**config.mk**
```make
export PLATFORM = sky130hd
export DESIGN_NAME = aes_seq
export DESIGN_NICKNAME = d
export VERILOG_FILES = /design/src/rtl/aes_pkg.sv /design/src/rtl/aes_rcon_step.sv /design/src/rtl/aes_seq.sv
export SDC_FILE = /design/constraint.sdc
export NUM_CORES = 1
export LEC_CHECK = 0
export CAP_MARGIN = 10
export CORE_ASPECT_RATIO = 1.1
export CORE_MARGIN = 2
export CORE_UTILIZATION = 46
export CTS_CLUSTER_DIAMETER = 200
export CTS_CLUSTER_SIZE = 14
export DETAILED_ROUTE_END_ITERATION = 16
export GPL_ROUTABILITY_DRIVEN = 0
export PLACE_DENSITY = 0.81
export RECOVER_POWER = 100
export SKIP_LAST_GASP = 1
export SLEW_MARGIN = 10
export SYNTH_ARGS = -nofsm -noshare
export SYNTH_HDL_FRONTEND = slang
export SYNTH_HIERARCHICAL = 1
export SYNTH_SLANG_ARGS = --single-unit
```
**constraint.sdc**
```tcl
create_clock -name clk -period 2.25 [get_ports clk]
set_input_delay 0.225 -clock clk [delete_from_list [all_inputs] [get_ports clk]]
set_output_delay 0.225 -clock clk [all_outputs]
set_load 0.1 [all_outputs]
```
**src/rtl/aes_pkg.sv**
```systemverilog
// Shared types and constants for the AES round sequencer and its datapath.
package aes_pkg;

    typedef enum logic [2:0] {
        NOOP            = 3'd0,
        AESENC          = 3'd1,
        AESENCLAST      = 3'd2,
        AESDEC          = 3'd3,
        AESDECLAST      = 3'd4,
        AESKEYGENASSIST = 3'd5,
        AESENCFULL      = 3'd6,
        AESDECFULL      = 3'd7
    } opcode;

    typedef enum logic {
        KEY128 = 1'b0,
        KEY256 = 1'b1
    } key_len_e;

    typedef logic [3:0][7:0] aes_32;

    localparam logic [3:0] NR_128        = 4'd10;
    localparam logic [3:0] NR_256        = 4'd14;
    localparam logic [7:0] RCON_FIRST    = 8'h01;
    localparam logic [7:0] RCON_LAST_128 = 8'h36;
    localparam logic [7:0] RCON_LAST_256 = 8'h40;

    function automatic logic is_full_op(input opcode op);
        return (op == AESENCFULL) || (op == AESDECFULL);
    endfunction

    function automatic logic is_dec_op(input opcode op);
        return (op == AESDEC) || (op == AESDECLAST) || (op == AESDECFULL);
    endfunction

endpackage

```
**src/rtl/aes_rcon_step.sv**
```systemverilog
// One step of the round-constant sequence in GF(2^8), forward for the
// cipher and backward for the inverse cipher.
module aes_rcon_step (
    input  logic [7:0] i_rcon,
    input  logic       i_dec,
    output logic [7:0] o_rcon
);

    always_comb begin
        o_rcon = 8'h00;
        if (i_dec) begin
            o_rcon = (i_rcon == 8'h1b) ? 8'h80 : {1'b0, i_rcon[7:1]};
        end else begin
            o_rcon = (i_rcon == 8'h80) ? 8'h1b : {i_rcon[6:0], 1'b0};
        end
    end

endmodule

```
**src/rtl/aes_seq.sv**
```systemverilog
// AES round sequencer: walks the aes_enc / key_gen / S-box datapath through
// single rounds, key-generation assists and full 10/14-round (de)ciphers.
module aes_seq
    import aes_pkg::*;
#(
    parameter int MAX_KEY_BITS = 256
) (
    input  logic       clk,
    input  logic       nrst,
    input  logic       start_i,
    input  opcode      opcode_i,
    input  key_len_e   key_len_i,
    input  logic       abort_i,
    output logic       full_enc_o,
    output logic       zero_rnd_o,
    output logic       key_sel_o,
    output logic       final_rnd_o,
    output logic       en_rnd_o,
    output logic       key_sub_o,
    output logic       en_key_o,
    output logic       gen_key_o,
    output logic       next_rnd_o,
    output logic       key_rot_o,
    output logic       dec_o,
    output logic [3:0] rnd_num_o,
    output aes_32      r_con_ctrl_o,
    output logic       cipher_ready_o,
    output logic       key_ready_o,
    output logic       err_o,
    output logic       busy_o
);

    localparam logic [1:0] S_IDLE   = 2'd0;
    localparam logic [1:0] S_SBOX   = 2'd1;
    localparam logic [1:0] S_ROUND  = 2'd2;
    localparam logic [1:0] S_FINISH = 2'd3;
    localparam logic       ALLOW_256 = (MAX_KEY_BITS != 128);

    logic [1:0] r_state;
    logic [3:0] r_rnd;
    logic [7:0] r_rcon;
    opcode      r_op;
    key_len_e   r_klen;
    logic       r_dec;
    logic       r_err;

    logic [1:0] w_state_nxt;
    logic [7:0] w_rcon_step;
    logic [7:0] w_rcon_load;
    logic [3:0] w_nr;
    logic       w_idle, w_sbox, w_round, w_finish;
    logic       w_full, w_keygen, w_last, w_single, w_final, w_key_rot;
    logic       w_launch, w_illegal, w_accept, w_abort;

    assign w_idle   = (r_state == S_IDLE);
    assign w_sbox   = (r_state == S_SBOX);
    assign w_round  = (r_state == S_ROUND);
    assign w_finish = (r_state == S_FINISH);

    assign w_full    = is_full_op(r_op);
    assign w_keygen  = (r_op == AESKEYGENASSIST);
    assign w_last    = (r_op == AESENCLAST) || (r_op == AESDECLAST);
    assign w_single  = (r_op == AESENC) || (r_op == AESDEC);
    assign w_nr      = (r_klen == KEY256) ? NR_256 : NR_128;
    assign w_final   = w_full && (r_rnd == w_nr);
    // AES-256 alternates RotWord+Rcon (even rounds) with SubWord-only (odd rounds)
    assign w_key_rot = (r_klen == KEY128) || !r_rnd[0];

    assign w_launch  = w_idle && start_i && (opcode_i != NOOP);
    assign w_illegal = !ALLOW_256 && (key_len_i == KEY256);
    assign w_accept  = w_launch && !w_illegal;
    assign w_abort   = abort_i && !w_idle;

    assign w_rcon_load = !is_dec_op(opcode_i) ? RCON_FIRST :
                         (key_len_i == KEY256) ? RCON_LAST_256 : RCON_LAST_128;

    aes_rcon_step u_rcon_step (
        .i_rcon (r_rcon),
        .i_dec  (r_dec),
        .o_rcon (w_rcon_step)
    );

    always_comb begin
        w_state_nxt = r_state;
        case (r_state)
            S_IDLE:   if (w_accept) w_state_nxt = (opcode_i == AESKEYGENASSIST) ? S_ROUND : S_SBOX;
            S_SBOX:   w_state_nxt = S_ROUND;
            S_ROUND:  w_state_nxt = (w_full && !w_final) ? S_SBOX : S_FINISH;
            default:  w_state_nxt = S_IDLE;
        endcase
        if (w_abort) w_state_nxt = S_IDLE;
    end

    always_ff @(posedge clk or negedge nrst) begin
        if (!nrst) begin
            r_state <= S_IDLE;
            r_rnd   <= 4'd0;
            r_rcon  <= RCON_FIRST;
            r_op    <= NOOP;
            r_klen  <= KEY128;
            r_dec   <= 1'b0;
            r_err   <= 1'b0;
        end else begin
            r_state <= w_state_nxt;
            r_err   <= w_launch && w_illegal;
            if (w_abort) begin
                r_rnd  <= 4'd0;
                r_rcon <= RCON_FIRST;
            end else if (w_accept) begin
                r_op   <= opcode_i;
                r_klen <= key_len_i;
                r_dec  <= is_dec_op(opcode_i);
                if (is_full_op(opcode_i)) begin
                    r_rnd  <= 4'd0;
                    r_rcon <= w_rcon_load;
                end
            end else if (w_sbox && w_full) begin
                r_rnd <= r_rnd + 4'd1;
            end else if (w_round && w_full && !w_final && w_key_rot) begin
                r_rcon <= w_rcon_step;
            end
        end
    end

    // IDLE holds the datapath in its default load/enable configuration
    assign full_enc_o  = w_idle || (w_round && ((w_full && !w_final) || w_single));
    assign final_rnd_o = w_idle || (w_round && (w_final || w_last));
    assign en_rnd_o    = w_idle || (w_round && !w_keygen);
    assign en_key_o    = w_idle || w_sbox;
    assign zero_rnd_o  = w_sbox && w_full && (r_rnd == 4'd0);
    assign key_sel_o   = w_round && w_full;
    assign key_sub_o   = w_sbox || (w_round && w_keygen);
    assign gen_key_o   = w_round && (w_keygen || w_full);
    assign next_rnd_o  = w_round && w_full && !w_final;
    assign key_rot_o   = !w_idle && w_key_rot;
    assign dec_o       = r_dec;
    assign rnd_num_o   = r_rnd;
    assign r_con_ctrl_o = {r_rcon, 24'h000000};

    assign cipher_ready_o = w_finish && !w_keygen && !abort_i;
    assign key_ready_o    = w_finish && w_keygen && !abort_i;
    assign err_o          = r_err;
    assign busy_o         = w_sbox || w_round || w_accept;

endmodule

```
# Yosys cells after proc, flatten, opt, wreduce, memory -nomap -nowiden
# Cells that the tools add are included.
[classes] n_eq_ne=21 n_lt_le_gt_ge=0 n_shift=0 mux=20 bitwise=2 n_addsub=1 div_mod_pow=0 n_reduce_logical=50 n_mul=0
[ops] op="8-bit two-way mux" n=8
[ops] op="3-bit equality test, second input constant" n=8
[ops] op="1-bit logical AND" n=20
[ops] op="1-bit logical OR" n=17
[ops] op="4-bit two-way mux" n=4
[ops] op="7-bit two-way mux" n=2
[ops] op="3-bit by 2-bit equality test with 1-bit output, second input constant" n=3
[ops] op="3-bit nonzero test" n=3
[ops] op="8-bit by 5-bit equality test with 1-bit output, second input constant" n=1
[ops] op="8-bit equality test, second input constant" n=1
[ops] op="2-bit two-way mux" n=4
[ops] op="3-bit by 1-bit inequality test with 1-bit output, second input constant" n=2
[ops] op="2-bit case mux with 3 select lines" n=1
[ops] op="1-bit logical NOT" n=5
[ops] op="4-bit by 1-bit adder with 4-bit output, second input constant" n=1
[ops] op="2-bit equality test, second input constant" n=2
[ops] op="4-bit equality test" n=1
[ops] op="4-bit logical NOT" n=1
[ops] op="2-bit AND reduction" n=2
[ops] op="3-bit by 1-bit equality test with 1-bit output, second input constant" n=1
[ops] op="3-bit two-way mux" n=1
[ops] op="3-bit inequality test, second input constant" n=1
[ops] op="3-bit AND reduction" n=1
[ops] op="2-bit by 1-bit equality test with 1-bit output, second input constant" n=1
[ops] op="2 further kinds" n=3
[word_totals] latch_bits=0 word_cells=100 ram_bits=0 out_inout_bits=51 regBits=19 input_bits=8 n_memories=0 mem_bits_ro=0

# Longest topological paths before layout
[depth] word_depth=10 mapped_depth=7 depth_no_buf=6

# Cells and area by module
# The synthesis kept the hierarchy.
[modules_own_cells] module="aes_seq" seq_area_each_um2=476.7 n_inst=1 area_per_inst_um2=1559.0 cells_per_inst=171
[modules_own_cells] module="aes_rcon_step" seq_area_each_um2=0.0 n_inst=1 area_per_inst_um2=165.2 cells_per_inst=26

# Worst setup path after synthesis
# Ideal clock, no wire load.
[synth_timing] path_kind="register to output" start="reg r_rnd[0], in the netlist rnd_num_o[0]" end="out zero_rnd_o" setup_slack_ns=-2.187 n_path_buf=0 arrival_ns=4.212 t_required_ns=2.025 path_stages_with_launch=4 cell_sequence="dfrtp_1 inv_1 ha_1 nor4b_1"
[synth_between] elab_chain_len=2
[synth_rtl] element="start: declaration" line="aes_seq.sv:40" rtl="logic [3:0] r_rnd;"
[synth_rtl] element="start signal: assignment" line="aes_seq.sv:118" rtl="r_rnd <= r_rnd + 4'd1;"
[synth_rtl] element="4-bit logical NOT" line="aes_seq.sv:130" rtl="assign zero_rnd_o = w_sbox && w_full && (r_rnd == 4'd0);"
[synth_rtl] element="1-bit logical AND" line="aes_seq.sv:130"
[synth_rtl] element="end: declaration" line="aes_seq.sv:15" rtl="output logic zero_rnd_o,"
# Every way passes these cells.

# Worst setup path after layout
[layout_timing] start="reg r_state[1]" end="out final_rnd_o"
[layout_between] elab_chain_len=3 elab_cells_between_ends=4 cone_classes="eq/ne (1); reduce/logical (3)"
[layout_rtl] element="start: declaration" line="aes_seq.sv:39" rtl="logic [1:0] r_state;"
[layout_rtl] element="start signal: assignment" line="aes_seq.sv:104" rtl="r_state <= w_state_nxt;"
[layout_rtl] element="2-bit equality test" line="aes_seq.sv:57" rtl="assign w_round = (r_state == S_ROUND);"
[layout_rtl] element="1-bit logical AND" line="aes_seq.sv:127" rtl="assign final_rnd_o = w_idle || (w_round && (w_final || w_last));"
[layout_rtl] element="1-bit logical OR (*)" line="aes_seq.sv:127"
[layout_rtl] element="end: declaration" line="aes_seq.sv:17" rtl="output logic final_rnd_o,"
# Every way passes the cells marked *; elsewhere a longest branch is shown, timed or not.

==> reports/summary.md <==
The launch instance of the worst register-to-register path was r_state[1]. The detailed router put a total of 1670 µm of wire on met1. For this run, the leading register cell type out of synthesis is sky130_fd_sc_hd__dfrtp_1. The wire-length estimate of the detail-placed layout is 2790 µm.

The clock network latency to the later pin of the worst-skew pair was 250 ps. The category of the most critical setup path is flop to primary output. The count of port buffers added during placement came out at 33. The run gives 2160 µm² as the instance area at placement. In the routed layout, each cell is associated on average with a via count of 5.17.

The via count of the first global-routing pass is 1341. The worst setup path is captured at a primary output. The finished layout cell area is 2010 µm². The largest net degree at the start of global routing was 20. The count of H-tree levels built during CTS was 1.

The mean post-synth cell area works out to 8.75 µm². The number of primary I/O pins came out at 59. Worst setup path startpoint: r_state[1]. The number of vias after detailed routing is 1462. After clock tree synthesis, the repair step resized 0 gates. The initial core utilization is 47.6%. The flow ran to the end, and the final reports show no timing, DRC or antenna violations.

For the max-slew violation count, the log shows 0. The logs give 0 for the number of antenna violations at the first check in global routing and 0 for the buffer count from post-CTS setup fixing. In the finished design, the share of the clock period the worst path needs comes to 93.5%. After detailed routing, the met2 layer carries 1810 µm of wire. The min-delay analysis places its worst path in the category flop to flop. The run gives 16.9% as the overall fraction of global-route tracks in use. After synthesis, flip-flops and latches occupy 27.6% of the total area. The routed wirelength normalized by instance count is 13.2 µm, and the yosys synthesis warning count is 6. The cell area after synthesis was 1720 µm²; the detailed-route wire length was 3730 µm. In this run, distinct cell masters in the synthesized netlist total 57.

Cell count after synthesis: 197. Measured along the y axis, the die boundary spans 68.2 µm. Of all nets on the critical path, the largest fanout is 8. The clock transition time at the flip-flop clock pins of the worst setup and hold paths was 70 ps; the layout cell share with drive strength beyond 1 was 21.5%. The worst setup path is launched from a flop. For the worst flop-to-flop path, the logic depth is 6. The final hold violation count is 0, and the final critical delay including setup and external delays is 2100 ps. Global routing finished with a remaining overflow of 0. For the number of sinks on the clock net, the log shows 19.

At the end of the flow, the number of nets in the layout was 250. In this run, the number of DRC markers left after iteration 0 of detailed routing was 44. The endpoint identified for the worst register-to-register timing path is r_rcon[6]. The most critical setup path has its endpoint at final_rnd_o.

The floorplan step defined a die boundary enclosing 4250 µm². The highest layer touched by signal routing is met4. The number of buffers created by CTS is 3, and the slew at the pin with the worst max-slew slack is 1190 ps. Before antenna repair, the detailed router went through 4 iterations. Measured on the finished design, the core utilization comes to 55.3%. The run gives 0 as the number of endpoints failing setup at the final stage. Counting flops with a built-in enable in the synthesized netlist gives 0.

The number of antenna diodes in the final layout is 0. At the worst endpoint, the arrival time is 1880 ps. Derived from the worst setup path, the maximum achievable clock frequency is 475 MHz. The clock passes through at most 2 buffers. In the routed design, unresolved DRC markers number 0.

Clock tree synthesis selected as its root buffer the cell sky130_fd_sc_hd__clkbuf_8. For this run, asynchronously set or reset flops after synthesis account for 100%. The number of buffers added to fix hold violations after cts was 0; the required arrival time at the worst endpoint was 2030 ps.

Tightest slew margin relative to the limit: 21.2%. Counting flops and latches in the post-synthesis netlist gives 19. Setup repair after global routing left no endpoint under its margin. The first global-routing pass estimated 5890 µm of wire.

Across all register-to-register paths, the minimum setup slack is 170 ps. In this run the remaining antenna-violating nets after routing total 0. The largest clock skew in the final design came out at 2.76 ps. From left edge to right edge, the die measures 62.4 µm.

The logs give 3630 µm² for the area of the core region and 0 for the number of violations of the max-capacitance limit. For the number of core rows, the log shows 23. Relative to the synthesized area, the layout overhead comes to 16.3%.

For the amount of wire on met3 after detailed routing, the log shows 185 µm. TritonCTS built the clock tree.
state kept, by name (all words and copies together), names as in the netlist:
signal     cells
r_op           3
r_rcon         8
dec_o          1
r_klen         1
r_state        2
rnd_num_o      4
final cells by class:
type | count | area (µm²)
Clock buffer | 3 | 41.3
Clock inverter | 1 | 5.00
Fill cell | 359 | 1620
Inverter | 13 | 48.8
Multi-Input combinational cell | 154 | 1050
Sequential cell | 19 | 482
Tap cell | 50 | 62.6
Timing Repair Buffer | 43 | 319
how the worst min path moves through the flow:
stage | from | end | slack, ps | depth (start not counted)
3_5_place_dp | r_op[0] | r_op[0] | 530 | 2
3_3_place_gp | r_op[0] | r_op[0] | 520 | 2
4_1_cts | nrst | r_state[0] | 310 | 2
6_report | r_op[0] | r_op[0] | 540 | 2
5_1_grt | r_op[0] | r_op[0] | 580 | 2
2_1_floorplan | nrst | dec_o | -70 | 0
placed cells by master, fill, tap and decap left out, types with 3 or more instances in the layout:
master                             n
sky130_fd_sc_hd__ha_1              8
sky130_fd_sc_hd__nand3_1           5
sky130_fd_sc_hd__mux2i_1           4
sky130_fd_sc_hd__o21ai_0           4
sky130_fd_sc_hd__conb_1           25
sky130_fd_sc_hd__o21ai_1           4
sky130_fd_sc_hd__buf_12            3
sky130_fd_sc_hd__nor2_1           16
sky130_fd_sc_hd__a21oi_1           5
sky130_fd_sc_hd__a21o_1            4
sky130_fd_sc_hd__nor3_1            4
sky130_fd_sc_hd__clkdlybuf4s50_1   6
sky130_fd_sc_hd__dfrtp_1          14
sky130_fd_sc_hd__buf_4             9
sky130_fd_sc_hd__o22ai_1           3
sky130_fd_sc_hd__nor2b_1           3
sky130_fd_sc_hd__xor2_1            3
sky130_fd_sc_hd__clkbuf_2          7
sky130_fd_sc_hd__clkbuf_8          3
sky130_fd_sc_hd__nand2_1          16
sky130_fd_sc_hd__dfrtp_2           4
sky130_fd_sc_hd__buf_6             3
sky130_fd_sc_hd__inv_1            13
sky130_fd_sc_hd__clkbuf_1         14
sky130_fd_sc_hd__nand2b_1          3
per-layer routing:
metal / vias up / track usage, %
li1: 715 / -
met1: 684 / 21.9
met2: 55 / 29.3
met3: 8 / 2.80
met4: 0 / 5.56
met5: - / 0
critical path: stages, from the launching register on:
cell and delay, ps:
sky130_fd_sc_hd__dfrtp_1 380, sky130_fd_sc_hd__inv_1 100, sky130_fd_sc_hd__ha_1 330, sky130_fd_sc_hd__clkbuf_1 360
sky130_fd_sc_hd__a31oi_1 70, sky130_fd_sc_hd__nand2_1 90, sky130_fd_sc_hd__buf_4 280
through the flow:
step / cells / setup slack, ps / hold slack (ps) / setup TNS, ps
6_report: 283 / 146 / 544 / 0
5_1_grt: 283 / 35.0 / 582 / 0
4_1_cts: 283 / 150 / 312 / 0
3_5_place_dp: 279 / 200 / 529 / 0
3_3_place_gp: 279 / 245 / 516 / 0
2_1_floorplan: 221 / -35.0 / -70.6 / -35.0
synth_stat cells, types with 2 or more instances:
library cell,number,area (µm²)
sky130_fd_sc_hd__xor2_1,3,26.3
sky130_fd_sc_hd__mux2i_1,4,40.0
sky130_fd_sc_hd__mux2_1,2,22.5
sky130_fd_sc_hd__a21o_1,4,30.0
sky130_fd_sc_hd__a21oi_1,6,30.0
sky130_fd_sc_hd__o22ai_1,3,18.8
sky130_fd_sc_hd__buf_2,5,25.0
sky130_fd_sc_hd__nor2_1,17,63.8
sky130_fd_sc_hd__ha_1,8,100
sky130_fd_sc_hd__o21ai_1,4,20.0
sky130_fd_sc_hd__buf_6,3,33.8
sky130_fd_sc_hd__or2_2,2,12.5
sky130_fd_sc_hd__a31oi_1,2,12.5
sky130_fd_sc_hd__a32o_1,2,20.0
sky130_fd_sc_hd__dfrtp_1,18,450
sky130_fd_sc_hd__nand2_1,16,60.1
sky130_fd_sc_hd__nand2b_1,3,18.8
sky130_fd_sc_hd__a211o_1,3,26.3
sky130_fd_sc_hd__inv_1,13,48.8
sky130_fd_sc_hd__nor2b_1,3,18.8
sky130_fd_sc_hd__a41o_1,2,20.0
sky130_fd_sc_hd__o2bb2ai_1,2,17.5
sky130_fd_sc_hd__nor3_1,4,20.0
sky130_fd_sc_hd__and3_1,2,12.5
sky130_fd_sc_hd__nand3_1,5,25.0
sky130_fd_sc_hd__o21ai_0,4,20.0
sky130_fd_sc_hd__buf_4,26,195
sky130_fd_sc_hd__nand4_1,2,12.5
logic make-up after synthesis:
| group | synth area share [%] |
|---|---|
| mux | 5.15 |
| fa+ha+maj | 5.81 |
| flops | 27.6 |
| other cells | 0.217 |
| buf+inv | 17.8 |
| compound gates | 22.5 |
| simple gates | 18.9 |
| xor+xnor | 2.03 |
Power is left out: the tool's default activity adds up to more than one toggle a clock period on the data nets, which glitch-free logic cannot reach.
